[config.mk]
export PLATFORM = sky130hd
export DESIGN_NAME = pipelined_adder_tree_acc
export DESIGN_NICKNAME = d
export VERILOG_FILES = /design/src/rtl/pipelined_adder_tree_acc.sv
export SDC_FILE = /design/constraint.sdc
export NUM_CORES = 1
export LEC_CHECK = 0
export BUFFER_PORTS_ARGS = -buffer_cell sky130_fd_sc_hd__buf_4
export CAP_MARGIN = 20
export CORE_AREA = 2 2 177 92
export CTS_CLUSTER_DIAMETER = 80
export DETAILED_ROUTE_END_ITERATION = 10
export DIE_AREA = 0 0 179 94
export GPL_TIMING_DRIVEN = 0
export PLACE_DENSITY = 0.73
export SLEW_MARGIN = 20
export SYNTH_ARGS = -nofsm -noshare
export SYNTH_HDL_FRONTEND = slang
export SYNTH_SLANG_ARGS = --single-unit
[constraint.sdc]
create_clock -name clk_i -period 3.35 [get_ports clk_i]
set_clock_uncertainty 0.1 [all_clocks]
set_input_delay 0.67 -clock clk_i [delete_from_list [all_inputs] [get_ports clk_i]]
set_output_delay 0.67 -clock clk_i [all_outputs]
set_load 0.01 [all_outputs]
[src/rtl/pipelined_adder_tree_acc.sv]
// Pipelined binary adder tree over 2**LEVELS unsigned operands, with an optional
// framed accumulator on the tree output that emits the running total on "last".
module pipelined_adder_tree_acc #(
  parameter int ADDER_WIDTH = 8,
  parameter int LEVELS      = 3,
  parameter int ACC_BITS    = 8,
  parameter int REG_EVERY   = 1
) (
  input  logic                                   clk_i,
  input  logic                                   rst_ni,
  input  logic                                   in_valid_i,
  input  logic                                   in_last_i,
  input  logic                                   acc_en_i,
  input  logic [(2**LEVELS)*ADDER_WIDTH-1:0]     in_data_i,
  output logic                                   out_valid_o,
  output logic [ADDER_WIDTH+LEVELS+ACC_BITS-1:0] out_sum_o,
  output logic                                   out_ovf_o
);
  localparam int N      = 2**LEVELS;
  localparam int TW     = ADDER_WIDTH + LEVELS;
  localparam int SW     = TW + ACC_BITS;
  localparam int SW1    = SW + 1;
  localparam int STAGES = (LEVELS + REG_EVERY - 1) / REG_EVERY;

  typedef struct packed {
    logic vld;
    logic last;
    logic acc;
  } sb_t;

  // Sideband shift register: [0] is the input register, [STAGES] lines up with the tree root.
  sb_t             sb_in;
  sb_t [STAGES:0]  vld_pipe;

  assign sb_in = '{vld: in_valid_i, last: in_last_i, acc: acc_en_i};

  always_ff @(posedge clk_i or negedge rst_ni) begin
    if (!rst_ni) vld_pipe <= '0;
    else         vld_pipe <= {vld_pipe[STAGES-1:0], sb_in};
  end

  // Every node is carried at the full tree width, so no level can truncate.
  genvar k;
  for (k = 0; k <= LEVELS; k++) begin : g_lvl
    localparam int W = N >> k;
    logic [TW-1:0] nd [W];

    if (k == 0) begin : g_in
      logic [N*ADDER_WIDTH-1:0] data_q;

      always_ff @(posedge clk_i or negedge rst_ni) begin
        if (!rst_ni) data_q <= '0;
        else         data_q <= in_data_i;
      end

      always_comb begin
        for (int i = 0; i < W; i++) nd[i] = TW'(data_q[i*ADDER_WIDTH +: ADDER_WIDTH]);
      end
    end else begin : g_add
      localparam bit REG = ((k % REG_EVERY) == 0) || (k == LEVELS);
      logic [TW-1:0] sum_d [W];

      always_comb begin
        for (int i = 0; i < W; i++) sum_d[i] = g_lvl[k-1].nd[2*i] + g_lvl[k-1].nd[2*i+1];
      end

      if (REG) begin : g_reg
        logic [TW-1:0] sum_q [W];

        always_ff @(posedge clk_i or negedge rst_ni) begin
          if (!rst_ni) begin
            for (int i = 0; i < W; i++) sum_q[i] <= '0;
          end else begin
            sum_q <= sum_d;
          end
        end

        assign nd = sum_q;
      end else begin : g_comb
        assign nd = sum_d;
      end
    end
  end

  logic [TW-1:0] tree_sum;
  sb_t           tree_sb;

  assign tree_sum = g_lvl[LEVELS].nd[0];
  assign tree_sb  = vld_pipe[STAGES];

  logic [SW-1:0] acc_q, acc_d, acc_base;
  logic          open_q, open_d;
  logic          ovf_q, ovf_d, ovf_run;
  logic [SW:0]   add_w;
  logic          out_vld_q, out_vld_d;
  logic [SW-1:0] out_sum_q, out_sum_d;
  logic          out_ovf_q, out_ovf_d;

  // A closed frame restarts from zero; the carry flag only survives while the frame is open.
  always_comb begin
    acc_base  = open_q ? acc_q : '0;
    add_w     = {1'b0, acc_base} + SW1'(tree_sum);
    ovf_run   = (open_q & ovf_q) | add_w[SW];
    acc_d     = acc_q;
    open_d    = open_q;
    ovf_d     = ovf_q;
    out_vld_d = 1'b0;
    out_sum_d = out_sum_q;
    out_ovf_d = out_ovf_q;
    if (tree_sb.vld) begin
      if (!tree_sb.acc) begin
        acc_d     = '0;
        open_d    = 1'b0;
        ovf_d     = 1'b0;
        out_vld_d = 1'b1;
        out_sum_d = SW'(tree_sum);
        out_ovf_d = 1'b0;
      end else begin
        acc_d  = add_w[SW-1:0];
        open_d = ~tree_sb.last;
        ovf_d  = ovf_run;
        if (tree_sb.last) begin
          out_vld_d = 1'b1;
          out_sum_d = add_w[SW-1:0];
          out_ovf_d = ovf_run;
        end
      end
    end
  end

  always_ff @(posedge clk_i or negedge rst_ni) begin
    if (!rst_ni) begin
      acc_q     <= '0;
      open_q    <= 1'b0;
      ovf_q     <= 1'b0;
      out_vld_q <= 1'b0;
      out_sum_q <= '0;
      out_ovf_q <= 1'b0;
    end else begin
      acc_q     <= acc_d;
      open_q    <= open_d;
      ovf_q     <= ovf_d;
      out_vld_q <= out_vld_d;
      out_sum_q <= out_sum_d;
      out_ovf_q <= out_ovf_d;
    end
  end

  assign out_valid_o = out_vld_q;
  assign out_sum_o   = out_sum_q;
  assign out_ovf_o   = out_ovf_q;

endmodule

[Yosys cells after proc, flatten, opt, wreduce, memory -nomap -nowiden]
Index checks and enable logic that the tools add are counted.
Cells by class
  add/sub/neg operators: 8
  multiply operators: 0
  divide/modulo/power cells: 0
  $lt $le $gt $ge: 0
  equality and inequality tests: 1
  shift operators: 0
  mux-type cells: 11
  bitwise operators: 3
  reduce and logical (&&, ||, !) cells: 1
Operators by type and width (number)
  2-to-1 mux 19 bit: 4
  adder 8 x 8 -> 9 bit: 4
  adder 19 x 11 -> 20 bit: 1
  adder 9 x 9 -> 10 bit: 2
  adder 10 x 10 -> 11 bit: 1
  2-to-1 mux 1 bit: 7
  != test 2 x 1 -> 1 bit (second input constant): 1
  AND reduction 2 bit: 1
  AND 1 bit: 1
  inverter 1 bit: 1
  OR 1 bit: 1
Word-level totals
  flip-flop bits (word level): 185
  bits in latches: 0
  RAM bits: 0
  ROM bits: 0
  output and inout port bits: 21
  memories: 0

[Logic depth before layout (Yosys ltp)]
  depth after elaboration: 5
  gate-level depth with buffers: 11
  mapped depth without buffers: 9

[Worst setup path after synthesis]
Ideal clock, no wire load.
  path type: reg-to-reg
  start point: register open_q
  end point: register out_sum_q[10] (netlist: out_sum_o[10])
  library setup time: 122 ps
  data arrival time: 2474 ps
  slack: 654 ps
  cell stages (with the launch flop): 12
  path buffers: 2
  clock period less this slack: 2696 ps
  cell sequence: dfrtp_1 > buf_2 > clkbuf_1 > and2_1 > ha_1 > fa_1 > a21o_1 > a221oi_2 > o21ai_1 > a21oi_2 > mux2i_1 > nand2_1
On the way
  cells in the longest elaborated chain, start to end: 4
RTL lines
  start, declared: line 92  | logic open_q, open_d;
  start signal, assigned: line 141  | open_q <= open_d;
  2-to-1 mux 19 bit: line 101  | acc_base = open_q ? acc_q : '0;
  adder 19 x 11 -> 20 bit: line 102  | add_w = {1'b0, acc_base} + SW1'(tree_sum);
  2-to-1 mux 19 bit: line 122  | if (tree_sb.last) begin
  2-to-1 mux 19 bit: line 111  | if (!tree_sb.acc) begin
  end signal, assigned: line 144  | out_sum_q <= out_sum_d;
  end, declared: line 96  | logic [SW-1:0] out_sum_q, out_sum_d;
No other way between the ends. The select of a mux whose other input is x is not followed.
A chain may end at the register's enable or synchronous reset.

[Final worst setup path]
  start point: register open_q
  end point: register out_sum_q[16] (netlist: out_sum_o[16])
The elaborated chain is that of the path after synthesis.

==> run metrics <==
Max Cap Viol 0; drt drc 0; Distinct cells, synth 54; # resized after CTS 0; IO Port Bufs 89; die area 16800 um2; Num CTS Buffers 17; layout cells sized above 1 0.163; initial core utilization 0.545; Leak Pwr between 0.004 and 0.005 uW; sequential-to-total area share from yosys stat 0.560; Die Height about 94 um; RSZ-0062 raised after global routing no; # setup viols final 0; post-synth top area share 0.560; Area growth, synth to finish 19.0%; final core area utilization 0.649; Synth async-reset ratio 1.00; Commonest cells post-synth dfrtp_1, ha_1, nand2_1; most frequent cell after synthesis dfrtp_1; Critical Path RT 3.54 ns; Power Dens Cells roughly 740 nW/um2; startpoint types register; first-pass GRT wire length 25000 um; ys flop type dfrtp_1; Routed Antenna Nets 0; aggregate global-route resource usage 0.191; postcts setup bufs 0; Worst Setup End Kind register; post-DP HPWL 10700 um; status completed; pin count of the biggest net entering global routing 100; synth warn 0; Die Wd 179 um; Root Buffer clkbuf_16; ANT cells 0; Gate power share 0.328; final hold vios 0; sequential fraction of design power 0.397; # clock sinks roughly 190; initial antenna violation count 0; internal power 4820 uW; period utilization 0.938; Routed WL 14800 um; post-synth net total 854; Clk pin slew, worst setup/hold paths 0.08 ns; worst vdd ir roughly 0.46 mV; H-tree levels 4; Arr. time, crit path 3.33 ns; Synth Register Bits 185; TNS Setup 0 ns; final net count 963; switching part of the total power 0.340; Mapped Cells 706; Synth area leader dfrtp_1; hold buffers post-CTS 0; clock latency on the worst-skew pair about 0.42 ns; WL/cell around 14 um; vias per inst 5.14; CTS tree yes; drt pass-1 iters 5; GRT Residual Overflow 0; Post-Syn Area 8270 um2; Core Box Area 15200 um2; num ports 90; Psw 2490 uW; EDFF count, synth 0; largest fanout on the critical path 10; Tot Pwr between 7000 and 8000 uW; DR vias ~5300; vias in the first global route 5321; top post-synthesis cells by area dfrtp_1, ha_1, xnor2_1, nand2_1, a21oi_1; WS Path Type reg2reg; global placement routability congestion 0.834; fin. max-slew vios 0; Iter 0 DRT Violations 249; fin crit period ~3.1 ns; Hold/Removal Path Class in2async; clock share of power 0.276; slew of the pin with the lowest slew margin ~0.67 ns; syn avg cell area ~12 um2; Fmax around 320 MHz; number of core rows 32; worst-case clock buffer depth 2; slew margin rel. 0.555
metal layers:
metal	GRT usage	vias to the layer above	routed length [um]
met5	0	-	0
met4	0.0528	0	107
met3	0.0376	12	600
met2	0.312	110	6930
met1	0.264	2541	7210
li1	-	2646	-
through the flow:
step           hold slack (ns)  instances  worst slack, ns  cell area, um2
2_1_floorplan            0.231        706            0.654            8270
3_3_place_gp             0.232        999            0.286            9190
3_5_place_dp             0.235       1000            0.218            9230
4_1_cts                  0.171       1032            0.226            9840
5_1_grt                  0.171       1032           0.0207            9840
6_report                 0.118       1032            0.208            9840
path summary, 6_finish.rpt:
kind                                       start                            endpoint  slack (ns)  cells after the start
setup / recovery              open_q$_DFFE_PN0P_           out_sum_o[16]$_DFFE_PN0P_        0.21                     11
hold / removal                            rst_ni            out_sum_o[2]$_DFFE_PN0P_        0.12                      1
setup reg to reg              open_q$_DFFE_PN0P_           out_sum_o[16]$_DFFE_PN0P_        0.21                     11
hold reg to reg            vld_pipe[2]$_DFF_PN0_               vld_pipe[5]$_DFF_PN0_        0.24                      0
max in group asynchronous                 rst_ni  g_lvl[0].g_in.data_q[16]$_DFF_PN0_        2.09                      2
min in group clk_i         vld_pipe[2]$_DFF_PN0_               vld_pipe[5]$_DFF_PN0_        0.24                      0
state kept, by name (all words and copies together), names as in the netlist:
name and count:
tree_sb 3, g_lvl.g_add.g_reg.sum_q 67, g_lvl.g_in.data_q 64, out_sum_o 19, out_ovf_o 1, out_valid_o 1
open_q 1, vld_pipe 9, ovf_q 1, acc_q 19
logic make-up after synthesis:
kind of cell    after synthesis  synth area share
simple gates                171            0.0991
fa+ha+maj                    79             0.127
flops                       185             0.560
buf+inv                      54            0.0248
compound gates              151             0.118
xor+xnor                     59            0.0625
mux                           7           0.00847
cells in the final DEF (no fill, tap or decap), drive strengths merged, types with 4 or more instances in the layout:
cell	n
dfrtp	185
buf	94
ha	71
nand2	58
inv	49
o21ai	48
xnor2	42
a21oi	41
nor2	36
clkbuf	25
a21o	18
xor2	17
nor2b	16
nor3	14
and2	13
nand3	9
fa	8
clkinv	8
and3	7
mux2i	7
nand2b	6
o21a	6
a21boi	5
or3	4
nand4	4
power by group through the flow:
stage | registers, uW | logic, uW | clock network (uW)
after floorplan | 2910 | 1760 | 0
after global placement | 2940 | 2310 | 0
after detailed placement | 2950 | 2370 | 0
after CTS | 2910 | 2400 | 2050
after global routing | 2950 | 2690 | 2170
final | 2900 | 2390 | 2010
layout make-up:
type / instances / area, um2
fillers: 1189 / 5330
flip-flops and latches: 185 / 4630
multi-input cells: 467 / 3430
repair buffers: 90 / 703
clock buffers: 17 / 425
well taps: 204 / 255
clock inverters: 15 / 190
inverters: 42 / 158
plain buffers: 12 / 47.5
worst max-delay path, stage by stage, from the launching register on:
cell and delay (ns):
dfrtp_1 0.35, buf_2 0.18, clkbuf_1 0.24, and2_1 0.20
ha_1 0.21, fa_1 0.42, a21o_1 0.22, a221oi_2 0.43
o211ai_2 0.20, nand4_1 0.21, xnor2_1 0.16, o21ai_1 0.08
(Power assumes the default switching activity.)
